## config.mk

```make
export PLATFORM = sky130hd
export DESIGN_NAME = raster_cmd_sequencer
export DESIGN_NICKNAME = d
export VERILOG_FILES = /design/src/rtl/raster_cmd_sequencer_pkg.sv /design/src/rtl/raster_cmd_sequencer_fifo.sv /design/src/rtl/raster_cmd_sequencer.sv
export SDC_FILE = /design/constraint.sdc
export NUM_CORES = 1
export LEC_CHECK = 0
export ABC_CLOCK_PERIOD_IN_PS = 10700
export CAP_MARGIN = 25
export CORE_MARGIN = 2
export CORE_UTILIZATION = 59
export CTS_CLUSTER_DIAMETER = 200
export CTS_CLUSTER_SIZE = 10
export DETAILED_ROUTE_END_ITERATION = 8
export GPL_ROUTABILITY_DRIVEN = 0
export MAX_ROUTING_LAYER = met4
export PLACE_DENSITY = 0.8
export SYNTH_ARGS = -nofsm -noshare
export SYNTH_HDL_FRONTEND = slang
export SYNTH_SLANG_ARGS = --single-unit
export TNS_END_PERCENT = 20
```

## constraint.sdc

```tcl
create_clock -name clk -period 10.7 [get_ports clk]
set_input_delay 2.675 -clock clk [delete_from_list [all_inputs] [get_ports clk]]
set_output_delay 2.675 -clock clk [all_outputs]
set_load 0.02 [all_outputs]
```

## src/rtl/raster_cmd_sequencer_pkg.sv

```systemverilog
// Shared types for the raster command sequencer: command opcodes, command record,
// vertex/colour types and the sequencer FSM states.
package raster_cmd_sequencer_pkg;

  typedef logic [15:0] rgb565_t;

  typedef struct packed {
    logic [9:0] x;
    logic [9:0] y;
  } vertex_t;

  localparam int VERTEX_W = $bits(vertex_t);

  typedef enum logic [1:0] {
    RCMD_NOP       = 2'd0,
    RCMD_CLEAR     = 2'd1,
    RCMD_TRI       = 2'd2,
    RCMD_FRAME_END = 2'd3
  } cmd_op_t;

  typedef struct packed {
    cmd_op_t op;
    rgb565_t color;
    vertex_t v0;
    vertex_t v1;
    vertex_t v2;
  } raster_cmd_t;

  typedef enum logic [2:0] {
    ST_IDLE,
    ST_TRI,
    ST_CLEAR_DRAIN,
    ST_CLEAR_WAIT,
    ST_FRAME_DRAIN
  } seq_state_t;

endpackage

```

## src/rtl/raster_cmd_sequencer_fifo.sv

```systemverilog
// Single-clock command FIFO; the head entry is readable combinationally so the
// sequencer can pop and decode a command in the same cycle.
module raster_cmd_sequencer_fifo
  import raster_cmd_sequencer_pkg::*;
#(
  parameter int DEPTH = 8
) (
  input  logic                   clk,
  input  logic                   rst_n,
  input  logic                   i_push,
  input  raster_cmd_t            i_data,
  input  logic                   i_pop,
  output raster_cmd_t            o_data,
  output logic [$clog2(DEPTH):0] o_level,
  output logic                   o_full,
  output logic                   o_empty
);

  localparam int AW = $clog2(DEPTH);
  localparam int LW = AW + 1;

  raster_cmd_t   r_mem [DEPTH];
  logic [AW-1:0] r_wr_ptr;
  logic [AW-1:0] r_rd_ptr;
  logic [LW-1:0] r_level;
  logic          w_push;
  logic          w_pop;

  assign o_full  = (r_level == LW'(DEPTH));
  assign o_empty = (r_level == '0);
  assign w_push  = i_push && !o_full;
  assign w_pop   = i_pop && !o_empty;
  assign o_data  = r_mem[r_rd_ptr];
  assign o_level = r_level;

  always_ff @(posedge clk) begin
    if (w_push) r_mem[r_wr_ptr] <= i_data;
  end

  // Pointers wrap naturally because DEPTH is a power of two.
  always_ff @(posedge clk or negedge rst_n) begin
    if (!rst_n) begin
      r_wr_ptr <= '0;
      r_rd_ptr <= '0;
      r_level  <= '0;
    end else begin
      if (w_push) r_wr_ptr <= r_wr_ptr + AW'(1);
      if (w_pop)  r_rd_ptr <= r_rd_ptr + AW'(1);
      case ({w_push, w_pop})
        2'b10:   r_level <= r_level + LW'(1);
        2'b01:   r_level <= r_level - LW'(1);
        default: r_level <= r_level;
      endcase
    end
  end

endmodule

```

## src/rtl/raster_cmd_sequencer.sv

```systemverilog
// Command-driven scheduler in front of rasterizer_top (CLEAR/TRI/FRAME_END/NOP).
// Define RASTER_CMD_STATS_EN to add per-frame triangle and cycle statistics outputs.
module raster_cmd_sequencer
  import raster_cmd_sequencer_pkg::*;
#(
  parameter int DEPTH       = 8,
  parameter int CLEAR_GUARD = 2
) (
  input  logic                   clk,
  input  logic                   rst_n,
  input  logic                   i_cmd_valid,
  output logic                   o_cmd_ready,
  input  logic [1:0]             i_cmd_op,
  input  logic [15:0]            i_cmd_color,
  input  logic [VERTEX_W-1:0]    i_cmd_v0,
  input  logic [VERTEX_W-1:0]    i_cmd_v1,
  input  logic [VERTEX_W-1:0]    i_cmd_v2,
  output logic [VERTEX_W-1:0]    o_v0,
  output logic [VERTEX_W-1:0]    o_v1,
  output logic [VERTEX_W-1:0]    o_v2,
  output logic                   o_tri_valid,
  input  logic                   i_tri_ready,
  input  logic                   i_rast_busy,
  output logic                   o_fb_clear,
  output logic [15:0]            o_fb_clear_color,
  input  logic                   i_fb_clearing,
  output logic                   o_frame_done,
  output logic [15:0]            o_frame_count,
  output logic [$clog2(DEPTH):0] o_fifo_level,
`ifdef RASTER_CMD_STATS_EN
  output logic [15:0]            o_stat_tri_count,
  output logic [31:0]            o_stat_frame_cycles,
`endif
  output logic                   o_idle
);

  localparam int GW = (CLEAR_GUARD < 1) ? 1 : $clog2(CLEAR_GUARD + 1);

  seq_state_t          r_state;
  logic [GW-1:0]       r_guard;
  rgb565_t             r_cmd_color;
  logic [VERTEX_W-1:0] r_v0, r_v1, r_v2;
  logic                r_tri_valid;
  logic                r_fb_clear;
  rgb565_t             r_fb_clear_color;
  logic                r_frame_done;
  logic [15:0]         r_frame_count;

  raster_cmd_t         w_push_cmd;
  raster_cmd_t         w_head;
  logic                w_full;
  logic                w_empty;
  logic                w_pop;
  logic                w_quiet;
  logic                w_frame_fire;

  assign w_push_cmd = '{op:    cmd_op_t'(i_cmd_op),
                        color: i_cmd_color,
                        v0:    vertex_t'(i_cmd_v0),
                        v1:    vertex_t'(i_cmd_v1),
                        v2:    vertex_t'(i_cmd_v2)};

  raster_cmd_sequencer_fifo #(.DEPTH(DEPTH)) u_fifo (
    .clk     (clk),
    .rst_n   (rst_n),
    .i_push  (i_cmd_valid),
    .i_data  (w_push_cmd),
    .i_pop   (w_pop),
    .o_data  (w_head),
    .o_level (o_fifo_level),
    .o_full  (w_full),
    .o_empty (w_empty)
  );

  assign o_cmd_ready  = !w_full;
  assign w_pop        = (r_state == ST_IDLE) && !w_empty;
  assign w_quiet      = !i_rast_busy && i_tri_ready && !i_fb_clearing;
  assign w_frame_fire = (r_state == ST_FRAME_DRAIN) && w_quiet;
  assign o_idle       = w_empty && (r_state == ST_IDLE) && w_quiet;

  assign o_v0             = r_v0;
  assign o_v1             = r_v1;
  assign o_v2             = r_v2;
  assign o_tri_valid      = r_tri_valid;
  assign o_fb_clear       = r_fb_clear;
  assign o_fb_clear_color = r_fb_clear_color;
  assign o_frame_done     = r_frame_done;
  assign o_frame_count    = r_frame_count;

  // Clears wait for quiet so they never overwrite pixels of in-flight triangles.
  always_ff @(posedge clk or negedge rst_n) begin
    if (!rst_n) begin
      r_state          <= ST_IDLE;
      r_guard          <= '0;
      r_cmd_color      <= '0;
      r_v0             <= '0;
      r_v1             <= '0;
      r_v2             <= '0;
      r_tri_valid      <= 1'b0;
      r_fb_clear       <= 1'b0;
      r_fb_clear_color <= '0;
      r_frame_done     <= 1'b0;
    end else begin
      r_fb_clear   <= 1'b0;
      r_frame_done <= 1'b0;
      case (r_state)
        ST_IDLE: begin
          if (!w_empty) begin
            r_cmd_color <= w_head.color;
            case (w_head.op)
              RCMD_TRI: begin
                r_v0        <= w_head.v0;
                r_v1        <= w_head.v1;
                r_v2        <= w_head.v2;
                r_tri_valid <= 1'b1;
                r_state     <= ST_TRI;
              end
              RCMD_CLEAR:     r_state <= ST_CLEAR_DRAIN;
              RCMD_FRAME_END: r_state <= ST_FRAME_DRAIN;
              default:        r_state <= ST_IDLE;
            endcase
          end
        end
        ST_TRI: begin
          if (r_tri_valid && i_tri_ready) begin
            r_tri_valid <= 1'b0;
            r_state     <= ST_IDLE;
          end
        end
        ST_CLEAR_DRAIN: begin
          if (w_quiet) begin
            r_fb_clear_color <= r_cmd_color;
            r_fb_clear       <= 1'b1;
            r_guard          <= GW'(CLEAR_GUARD);
            r_state          <= ST_CLEAR_WAIT;
          end
        end
        // fb_clearing may rise a few cycles after the strobe; ignore it until the guard expires.
        ST_CLEAR_WAIT: begin
          if (r_guard != '0) begin
            r_guard <= r_guard - GW'(1);
          end else if (!i_fb_clearing) begin
            r_state <= ST_IDLE;
          end
        end
        ST_FRAME_DRAIN: begin
          if (w_frame_fire) begin
            r_frame_done <= 1'b1;
            r_state      <= ST_IDLE;
          end
        end
        default: r_state <= ST_IDLE;
      endcase
    end
  end

  always_ff @(posedge clk or negedge rst_n) begin
    if (!rst_n) r_frame_count <= '0;
    else        r_frame_count <= r_frame_count + 16'(w_frame_fire);
  end

`ifdef RASTER_CMD_STATS_EN
  logic [15:0] r_tri_run;
  logic [15:0] r_stat_tri;
  logic [31:0] r_cyc_run;
  logic [31:0] r_stat_cycles;
  logic        w_tri_hs;

  assign w_tri_hs            = (r_state == ST_TRI) && r_tri_valid && i_tri_ready;
  assign o_stat_tri_count    = r_stat_tri;
  assign o_stat_frame_cycles = r_stat_cycles;

  // Running counters are snapshotted and restarted on every frame_done.
  always_ff @(posedge clk or negedge rst_n) begin
    if (!rst_n) begin
      r_tri_run     <= '0;
      r_stat_tri    <= '0;
      r_cyc_run     <= '0;
      r_stat_cycles <= '0;
    end else if (w_frame_fire) begin
      r_stat_tri    <= r_tri_run;
      r_tri_run     <= '0;
      r_stat_cycles <= r_cyc_run;
      r_cyc_run     <= 32'd1;
    end else begin
      if (w_tri_hs)        r_tri_run <= r_tri_run + 16'd1;
      if (r_cyc_run != '1) r_cyc_run <= r_cyc_run + 32'd1;
    end
  end
`endif

endmodule
```

==> flow_summary.yaml, run 1 <==
timing:
  fin_ws_ns: 3.22
  finClkSkew_ns: 0.0270
  hold_violations: 0
  finalSetupTns_ns: 0
  finalSetupViolCount: 0
  max_freq_mhz: 134
  fin_crit_ns: 7.48
  worst_pin_slew_ns: 1.06
  maxSlewViolCount: 0
  period_share_pct: 69.9
  rsz0062_at_grt: "false"
  relSlewSlack_pct: 29.5
finish:
  fin_nets: 1642
  final_cells: 2246
  drive_above_1_share_pct: 25.4
  areaGrowthSynthToFinish_pct: 18.0
global_routing:
  grt_usage_pct: 24.5
  grt_pass1_wl_mm: 87.8
  grt_pass1_vias: 14390
  antenna_found_initial: 10
  grt_max_degree: 100
  overflow: 0
routing:
  drtIter0Drc: 1116
  firstDrtPassIters: 5
  wl_mm: 58.2
  drc: 0
  wl_per_cell_um: 25.9
  vias: 13574
  vias_per_cell: 6.04
  drtAntennaViolNets: 0
synthesis:
  yosys.area.top_type: "edfxtp_1"
  synth_seq_cells: 750
  syn-cell-area_sq_um: 28600
  ys_types: 43
  synth_edf_count: 624
  seq_area_frac_synth_pct: 76.5
  synth_top_cell_area_share_pct: 65.5
  ys_warn_count: 0
  synthArstFlopShare_pct: 16.8
  yosys-top-cells-area: "edfxtp_1 65%, mux4_2 12%, dfrtp_1 11%"
  netlist_instances: 1313
  avgSynthCellArea_sq_um: 21.8
  syn-num-nets: 1405
  synth_flop_cell: "edfxtp_1"
place:
  portBuffers: 184
  dp_hpwl_mm: 31.3
  place_inst: 2079
  post-place-ws_ns: 3.23
floorplanning:
  start_util_pct: 59.8
  die_w_um: 224
  dieArea_sq_um: 50300
  io_pins: 185
  std_cell_rows: 80
  die_h_um: 224
  core_sq_um: 47800
setup_path:
  startpoint: "i_tri_ready"
  r2r_start: "u_fifo.r_rd_ptr[0]$_DFFE_PN0P_"
  crit_fanout: 4
  setup.worst_path.end: "o_idle"
  crit_chain: "clkdlybuf4s50_1 -> nor3b_1 -> nand3_1 -> nor2_1 -> clkdlybuf4s50_1"
  cp.arrival_ns: 4.80
  rrSetupSlack_ns: 6.52
  cp_common_cell: "clkdlybuf4s50_1"
  worstSetupStartpointType: "input port"
  end_kind: "primary output"
  slowest_stage: "clkdlybuf4s50_1"
  rr_worst_depth: 7
  timing.rr.end: "o_v2[0]$_DFFE_PN0P_"
  critical_path_class: "in2out"
  critPathRequiredTime_ns: 8.03
  max_stage_delay_ns: 0.70
power:
  power_density_nw_per_um2: 283
  peakVddDrop_mv: 0.195
  p_leak_uw: 0.0116
clock_tree:
  hold_buffers: 0
  clk_latency_ns: 0.62
  cts_tree: "done"
  cts-resized-gates: 0
  numClockSinks: 750
  numCtsBuffers: 84
  clkTransAtPathRegs_ns: 0.05
  cts.path.max_buffers: 3
  h-tree-depth: 3
  postCtsSetupBuffers: 0
  root_buffer: "clkbuf_16"
run_status:
  status: "finished clean"
run:
  maxCapViolations: 0
min_path:
  hp-class: "reg2reg"
-- sequential cells by signal (all words and copies together) (netlist names), 4 cells and up --
name / cells
u_fifo.r_mem: 624
o_v0: 20
o_v1: 20
o_v2: 20
o_fb_clear_color: 16
o_frame_count: 16
r_cmd_color: 16
u_fifo.o_level: 4
-- metrics by stage --
stage               cell area (sq um)  util, %  power, uW  hold WS, ns
detailed placement              31300     65.3       7030        0.456
CTS                             33700     70.5       9650        0.471
global placement                31200     65.2       6930        0.449
global route                    33800     70.6       9960        0.503
finish                          33800     70.6       9560        0.466
floorplan                       28600        -       6110        0.439
-- kinds of logic after synthesis --
kind of cell | count (synthesis) | synth area share [%]
adder cells (fa/ha/maj) | 8 | 0.350
AND/OR/NAND/NOR | 136 | 2.14
flip-flops | 750 | 76.5
XOR/XNOR | 23 | 0.704
AO/OA/AOI/OAI | 32 | 0.678
multiplexers | 298 | 18.5
buffers and inverters | 66 | 1.16
-- synth_stat cells, drive strengths merged, types with 2 or more instances --
| cell | count |
|---|---|
| nor3 | 6 |
| a21oi | 2 |
| nand2 | 82 |
| inv | 6 |
| nand4 | 2 |
| xnor2 | 16 |
| ha | 8 |
| dfrtp | 126 |
| nor2 | 9 |
| mux2 | 124 |
| nor4 | 4 |
| nand3b | 3 |
| nand2b | 4 |
| and3 | 2 |
| mux4 | 154 |
| buf | 32 |
| nand3 | 14 |
| clkbuf | 27 |
| and4 | 3 |
| nor2b | 4 |
| o21ai | 20 |
| edfxtp | 624 |
| mux2i | 20 |
| xor2 | 7 |
-- worst min-delay path by stage --
| stage | from | endpoint | slack (ns) | depth (start not counted) |
|---|---|---|---|---|
| 6_report | r_cmd_color[4]$_DFFE_PN0P_ | o_fb_clear_color[4]$_DFFE_PN0P_ | 0.47 | 2 |
| 3_3_place_gp | r_cmd_color[0]$_DFFE_PN0P_ | o_fb_clear_color[0]$_DFFE_PN0P_ | 0.45 | 2 |
| 5_1_grt | r_cmd_color[1]$_DFFE_PN0P_ | o_fb_clear_color[1]$_DFFE_PN0P_ | 0.50 | 2 |
| 4_1_cts | r_cmd_color[4]$_DFFE_PN0P_ | o_fb_clear_color[4]$_DFFE_PN0P_ | 0.47 | 2 |
| 2_1_floorplan | r_cmd_color[0]$_DFFE_PN0P_ | o_fb_clear_color[0]$_DFFE_PN0P_ | 0.44 | 2 |
| 3_5_place_dp | r_cmd_color[4]$_DFFE_PN0P_ | o_fb_clear_color[4]$_DFFE_PN0P_ | 0.46 | 2 |
-- cell usage in the layout (no fill, tap or decap), types with 14 or more instances in the layout --
cell,instances
mux2_2,66
mux2_4,58
edfxtp_1,624
o21ai_0,20
mux2i_1,20
nand2_1,82
clkdlybuf4s50_1,183
xnor2_1,16
buf_4,22
clkbuf_1,65
dfrtp_1,123
nand3_1,14
mux4_2,154
clkbuf_16,87
-- metal layers --
layer  global-route usage (%)  wire, um  up-vias
li1                         -         -     5824
met1                     32.8     23800     7191
met2                     38.7     29200      476
met3                     5.23      4110       83
met4                     7.16      1090        0
met5                        -         0        -
-- power breakdown --
group	switching [uW]	total [uW]	internal (uW)
Sequential	324	4080	3760
Clock	1070	2590	1520
Combinational	1390	2890	1500
Total	2780	9560	6780
-- critical path, delay by kind of cell --
| kind | cells | cell delay [ns] |
|---|---|---|
| buffers and inverters | 2 | 1.23 |
| AND/OR/NAND/NOR | 3 | 0.90 |
-- cell type report --
type / count / area, sq um
sequential: 750 / 21900
clock buffer: 152 / 2420
multi-input combinational: 497 / 6460
antenna: 11 / 27.5
clock inverter: 4 / 50.0
tap: 615 / 769
timing repair buffer: 210 / 2110
fill: 2779 / 14100
inverter: 7 / 26.3
No activity file was read; power rests on OpenSTA's default activity.
==> run 2, diff against run 1 <==
- ABC_CLOCK_PERIOD_IN_PS: 10700 -> 7310
- clock period: 10.7 -> 7.31 ns (I/O delays scaled with it)
==> flow_summary.yaml, run 2 (synthesis results as in run 1) <==
setup_path:
  critical_path_class: "in2out"
  critPathRequiredTime_ns: 5.48
  worstSetupStartpointType: "input port"
  cp.arrival_ns: 3.92
  end_kind: "primary output"
  crit_fanout: 4
run_status:
  status: "finished clean"
power:
  pwr-share-clk_pct: 27.0
  pwr-share-comb_pct: 30.1
  power_density_nw_per_um2: 415
  p_leak_uw: 0.0116
  peakVddDrop_mv: 0.243
  p_sw_uw: 4080
  p_int_uw: 9900
  p_sw_share_pct: 29.2
  total_power_uw: 14000
  pwr-share-seq_pct: 42.8
floorplanning:
  die_w_um: 224
  dieArea_sq_um: 50300
  die_h_um: 224
  start_util_pct: 59.8
  io_pins: 185
  core_sq_um: 47800
  std_cell_rows: 80
global_routing:
  antenna_found_initial: 10
  grt_pass1_wl_mm: 89.2
  overflow: 0
  grt_max_degree: 80
  grt_usage_pct: 24.9
  grt_pass1_vias: 14658
place:
  portBuffers: 184
  place_area_sq_um: 31200
  post-place-ws_ns: 1.59
  dp_hpwl_mm: 30.3
run:
  maxCapViolations: 0
clock_tree:
  cts-resized-gates: 0
  cts.path.max_buffers: 3
  cts_tree: "done"
  postCtsSetupBuffers: 0
  numClockSinks: 750
  root_buffer: "clkbuf_16"
  numCtsBuffers: 84
  clkTransAtPathRegs_ns: 0.05
  h-tree-depth: 3
  clk_latency_ns: 0.61
  hold_buffers: 0
timing:
  relSlewSlack_pct: 29.2
  fin_crit_ns: 5.74
  period_share_pct: 78.6
  rsz0062_at_grt: "false"
  finClkSkew_ns: 0.0193
  maxSlewViolCount: 0
  finalSetupViolCount: 0
  hold_ws_ns: 0.469
  max_freq_mhz: 174
  hold_violations: 0
  worst_pin_slew_ns: 1.06
  fin_ws_ns: 1.57
routing:
  vias_per_cell: 6.04
  firstDrtPassIters: 5
  wl_per_cell_um: 26.1
  wl_mm: 58.7
  drtAntennaViolNets: 0
  drc: 0
  drtIter0Drc: 1256
  vias: 13598
finish:
  fin_nets: 1647
  layout_common_cells: "624 x edfxtp_1, 183 x clkdlybuf4s50_1, 154 x mux4_2"
  drive_above_1_share_pct: 25.5
  areaGrowthSynthToFinish_pct: 17.9
  largest_reg_flops: 624
  final_common_cell: "edfxtp_1"
  max_flop_register: "u_fifo.r_mem"
  final_area_sq_um: 33700
  fin_util_pct: 70.5
min_path:
  hp-class: "reg2reg"
==> run 2: worst paths after layout <==
check / startpoint / end / slack [ns] / cells past startpoint
hold / removal: o_frame_count[15]$_DFF_PN0_ / o_frame_count[15]$_DFF_PN0_ / 0.47 / 1
setup / recovery: i_tri_ready / o_idle / 1.57 / 5
min in group asynchronous: rst_n / o_v2[14]$_DFFE_PN0P_ / 1.27 / 1
max in group asynchronous: rst_n / o_v0[7]$_DFFE_PN0P_ / 4.77 / 2
setup reg to reg: u_fifo.o_level[1]$_DFFE_PN0P_ / o_v0[5]$_DFFE_PN0P_ / 3.75 / 9
hold reg to reg: o_frame_count[15]$_DFF_PN0_ / o_frame_count[15]$_DFF_PN0_ / 0.47 / 1
==> run 2: power by group through the flow <==
| stage | sequential (uW) | combinational (uW) | clock, uW |
|---|---|---|---|
| 2_1_floorplan | 6140 | 2810 | 0 |
| 6_report | 5990 | 4220 | 3780 |
| 3_3_place_gp | 6010 | 4130 | 0 |
| 4_1_cts | 6000 | 4280 | 3840 |
| 3_5_place_dp | 6060 | 4210 | 0 |
| 5_1_grt | 6080 | 4500 | 4010 |
==> run 2: layout make-up <==
type	instances	area, sq um
diodes	11	27.5
clock buffers	152	2400
clock inverters	5	51.3
fillers	2776	14100
inverters	7	26.3
multi-input cells	497	6450
flip-flops and latches	750	21900
well taps	615	769
repair buffers	215	2100
==> run 2: worst max-delay path, cell delays in order <==
cell and delay [ns]:
clkdlybuf4s50_1 0.53, nor3b_1 0.47, nand3_1 0.13, nor2_1 0.24, clkdlybuf4s50_1 0.71
==> run 2: per-stage QoR <==
stage                     instances  setup TNS [ns]
after floorplan                1313         -201.27
after global placement         2082               0
after detailed placement       2083               0
after CTS                      2240               0
after global routing           2251               0
final                          2252               0
==> run 2: metal layers <==
layer  vias to the layer above  wire (um)  global-route usage, %  part of all wire [%]
met5                         -          0                      -                     0
li1                       5829          -                      -                     -
met1                      7168      24600                   33.6                    42
met3                        74       3940                   5.09                   6.7
met4                         0        952                   7.50                   1.6
met2                       527      29200                   39.2                    50
==> patch (settings of run 1) <==
Encoding of `seq_state_t`: now one-hot (5 bits for 5 states).
--- a/src/rtl/raster_cmd_sequencer_pkg.sv
+++ b/src/rtl/raster_cmd_sequencer_pkg.sv
@@ -26,12 +26,12 @@
     vertex_t v2;
   } raster_cmd_t;
 
-  typedef enum logic [2:0] {
-    ST_IDLE,
-    ST_TRI,
-    ST_CLEAR_DRAIN,
-    ST_CLEAR_WAIT,
-    ST_FRAME_DRAIN
+  typedef enum logic [4:0] {
+    ST_IDLE        = 5'b00001,
+    ST_TRI         = 5'b00010,
+    ST_CLEAR_DRAIN = 5'b00100,
+    ST_CLEAR_WAIT  = 5'b01000,
+    ST_FRAME_DRAIN = 5'b10000
   } seq_state_t;
 
 endpackage
Function: same outputs for any inputs over 4 cycles, from zero or initial values and one cycle with rst_n low; so few cycles prove little.
==> patch against run 1 <==
  * Cell area shrank 0.75%
  * Sequential cell count increased by 2
  * Combinational power decreased by 6%
  * Synthesized area down 0.90%
  * Global-route usage up 0.38 points
  * Critical path depth decreased by 1
  * Count of clock-buffer cells in the layout is 1 lower
  * Power fell by 1.5%
  * Worst setup slack better by 0.34 ns
  * Routed wire length rose by 2.2%
  * Critical path type unchanged
  * Highest routed layer unchanged
==> patch: results (changes against run 1) <==
| Metric | Value |
|---|---|
| H-tree levels | `3 (unchanged)` |
| WL final | `59400 um (+2.2%)` |
| Initial antenna violation count | `6 (-4)` |
| Worst VDD drop | `0.171 mV (-13%)` |
| Post-synthesis net count | `1448 (+3.1%)` |
| Syn. warnings | `0 (unchanged)` |
| Most frequent cells after synthesis | `edfxtp_1, mux4_2, dfrtp_1` |
| Largest Register | `u_fifo.r_mem` |
| Max reg flops | `624 (unchanged)` |
| Cts hold-fix bufs | `0 (unchanged)` |
| WP data arrival | `4.46 ns (-0.34 ns)` |
| CTS clock-pin slew for the worst setup and hold paths | `0.05 ns (about the same)` |
| Post-synthesis sequential area ratio | `0.774 (+0.00873)` |
| Instance area at placement | `31000 sq um (-0.90%)` |
| Nets@finish | `1681 (+2.4%)` |
| Via count | `13933 (+2.6%)` |
| DRC violations left | `0 (unchanged)` |
| First-pass GRT wire length | `89200 um (+1.5%)` |
| # Post-CTS Setup Buffers | `0 (unchanged)` |
| All-layer global routing usage | `0.249 (+0.00378)` |
| Input/output buffers | `184 (unchanged)` |
| Post-synth EDFFs | `624 (unchanged)` |
| Pleak | `11.4 nW (-2.0%)` |
| Max-cap violation count | `0 (unchanged)` |
| Fraction of registers with async set/reset | `0.170 (+0.00221)` |
| Fillers | `2710 (-2.5%)` |
| Outcome | `finished, final reports clean` |
| Layout Skew | `0.0180 ns (-0.00899 ns)` |
| Clock root buffer master | `clkbuf_16` |
| Num CTS Buffers | `85 (+1.2%)` |
| Synth cell types | `47 (+9.3%)` |
| 1st-iter DRT viols | `1314 (+18%)` |
| HPWL after detailed placement | `30100 um (-3.9%)` |
| Vias in the first global route | `14726 (+2.3%)` |
| Synth area leaders | `edfxtp_1, mux4_2, dfrtp_1, mux2i_1, a21oi_1` |
| R2R Setup Slk | `6.36 ns (-0.16 ns)` |
| Final hold slack | `0.472 ns (+0.00602 ns)` |
| Rel. slew slack | `0.324 (+0.0284)` |
| Layout cell share with drive strength beyond 1 | `0.191 (-0.0630)` |
| Largest net degree at the start of global routing | `78 (-22%)` |
| Biggest fanout along the worst timing path | `4 (unchanged)` |
| Number of iterations in the first detailed-routing pass | `7 (+2)` |
| Worst Hold Class | `reg2reg` |
| Clk Latency, worst-skew pair | `0.62 ns (about the same)` |
| Resized Gates After CTS | `0 (unchanged)` |
| Worst-case clock buffer depth | `3 (unchanged)` |
-- patch: where the power goes --
part	internal [mW]	switching [mW]
clock network	1.54	1.09
registers	3.77	0.323
logic	1.26	1.45
-- patch: worst max-delay path, cell delays in order --
cell and delay, ns:
clkdlybuf4s50_1 0.49, or3b_2 0.49, nor3_1 0.17, clkdlybuf4s50_1 0.64
-- patch: layout make-up --
class / count / area [sq um] / share of cell area
sequential: 752 / 22000 / 0.655
multi-input combinational: 531 / 6140 / 0.183
clock buffer: 151 / 2440 / 0.0728
timing repair buffer: 210 / 2110 / 0.0630
tap: 615 / 769 / 0.0230
clock inverter: 5 / 51.3 / 0.00153
inverter: 8 / 30.0 / 0.000896
antenna: 7 / 17.5 / 0.000523
-- patch: worst paths after layout --
kind                                    startpoint              endpoint  depth (start not counted)
worst max-delay path                   i_tri_ready                o_idle                          4
worst min-delay path                r_cmd_color[1]        r_cmd_color[1]                          2
worst max register to register  u_fifo.r_rd_ptr[0]              o_v0[14]                          9
worst min register to register      r_cmd_color[1]        r_cmd_color[1]                          2
max in group asynchronous                    rst_n              o_v1[19]                          2
min in group asynchronous                    rst_n  o_fb_clear_color[12]                          1
-- patch: logic make-up after synthesis --
family | Yosys count | share of synthesized area
flops | 752 | 0.774
fa+ha+maj | 9 | 0.00397
xor+xnor | 24 | 0.00741
simple gates | 156 | 0.0259
mux | 253 | 0.160
buf+inv | 72 | 0.0120
compound gates | 89 | 0.0165
-- patch: through the flow --
step / instances / power, mW / utilization / setup slack [ns]
after floorplan: 1355 / 5.90 / - / 1.86
after global placement: 2112 / 6.68 / 0.650 / 3.58
after detailed placement: 2115 / 6.81 / 0.652 / 3.55
after CTS: 2271 / 9.48 / 0.704 / 3.55
after global routing: 2279 / 9.81 / 0.705 / 3.46
final: 2279 / 9.42 / 0.705 / 3.56
-- patch: routing by layer --
metal / GRT usage / vias to the layer above / wire (um)
met5: - / - / 0
met4: 0.0810 / 0 / 1230
met3: 0.0420 / 85 / 3650
met2: 0.409 / 575 / 31200
met1: 0.321 / 7317 / 23400
li1: - / 5956 / -
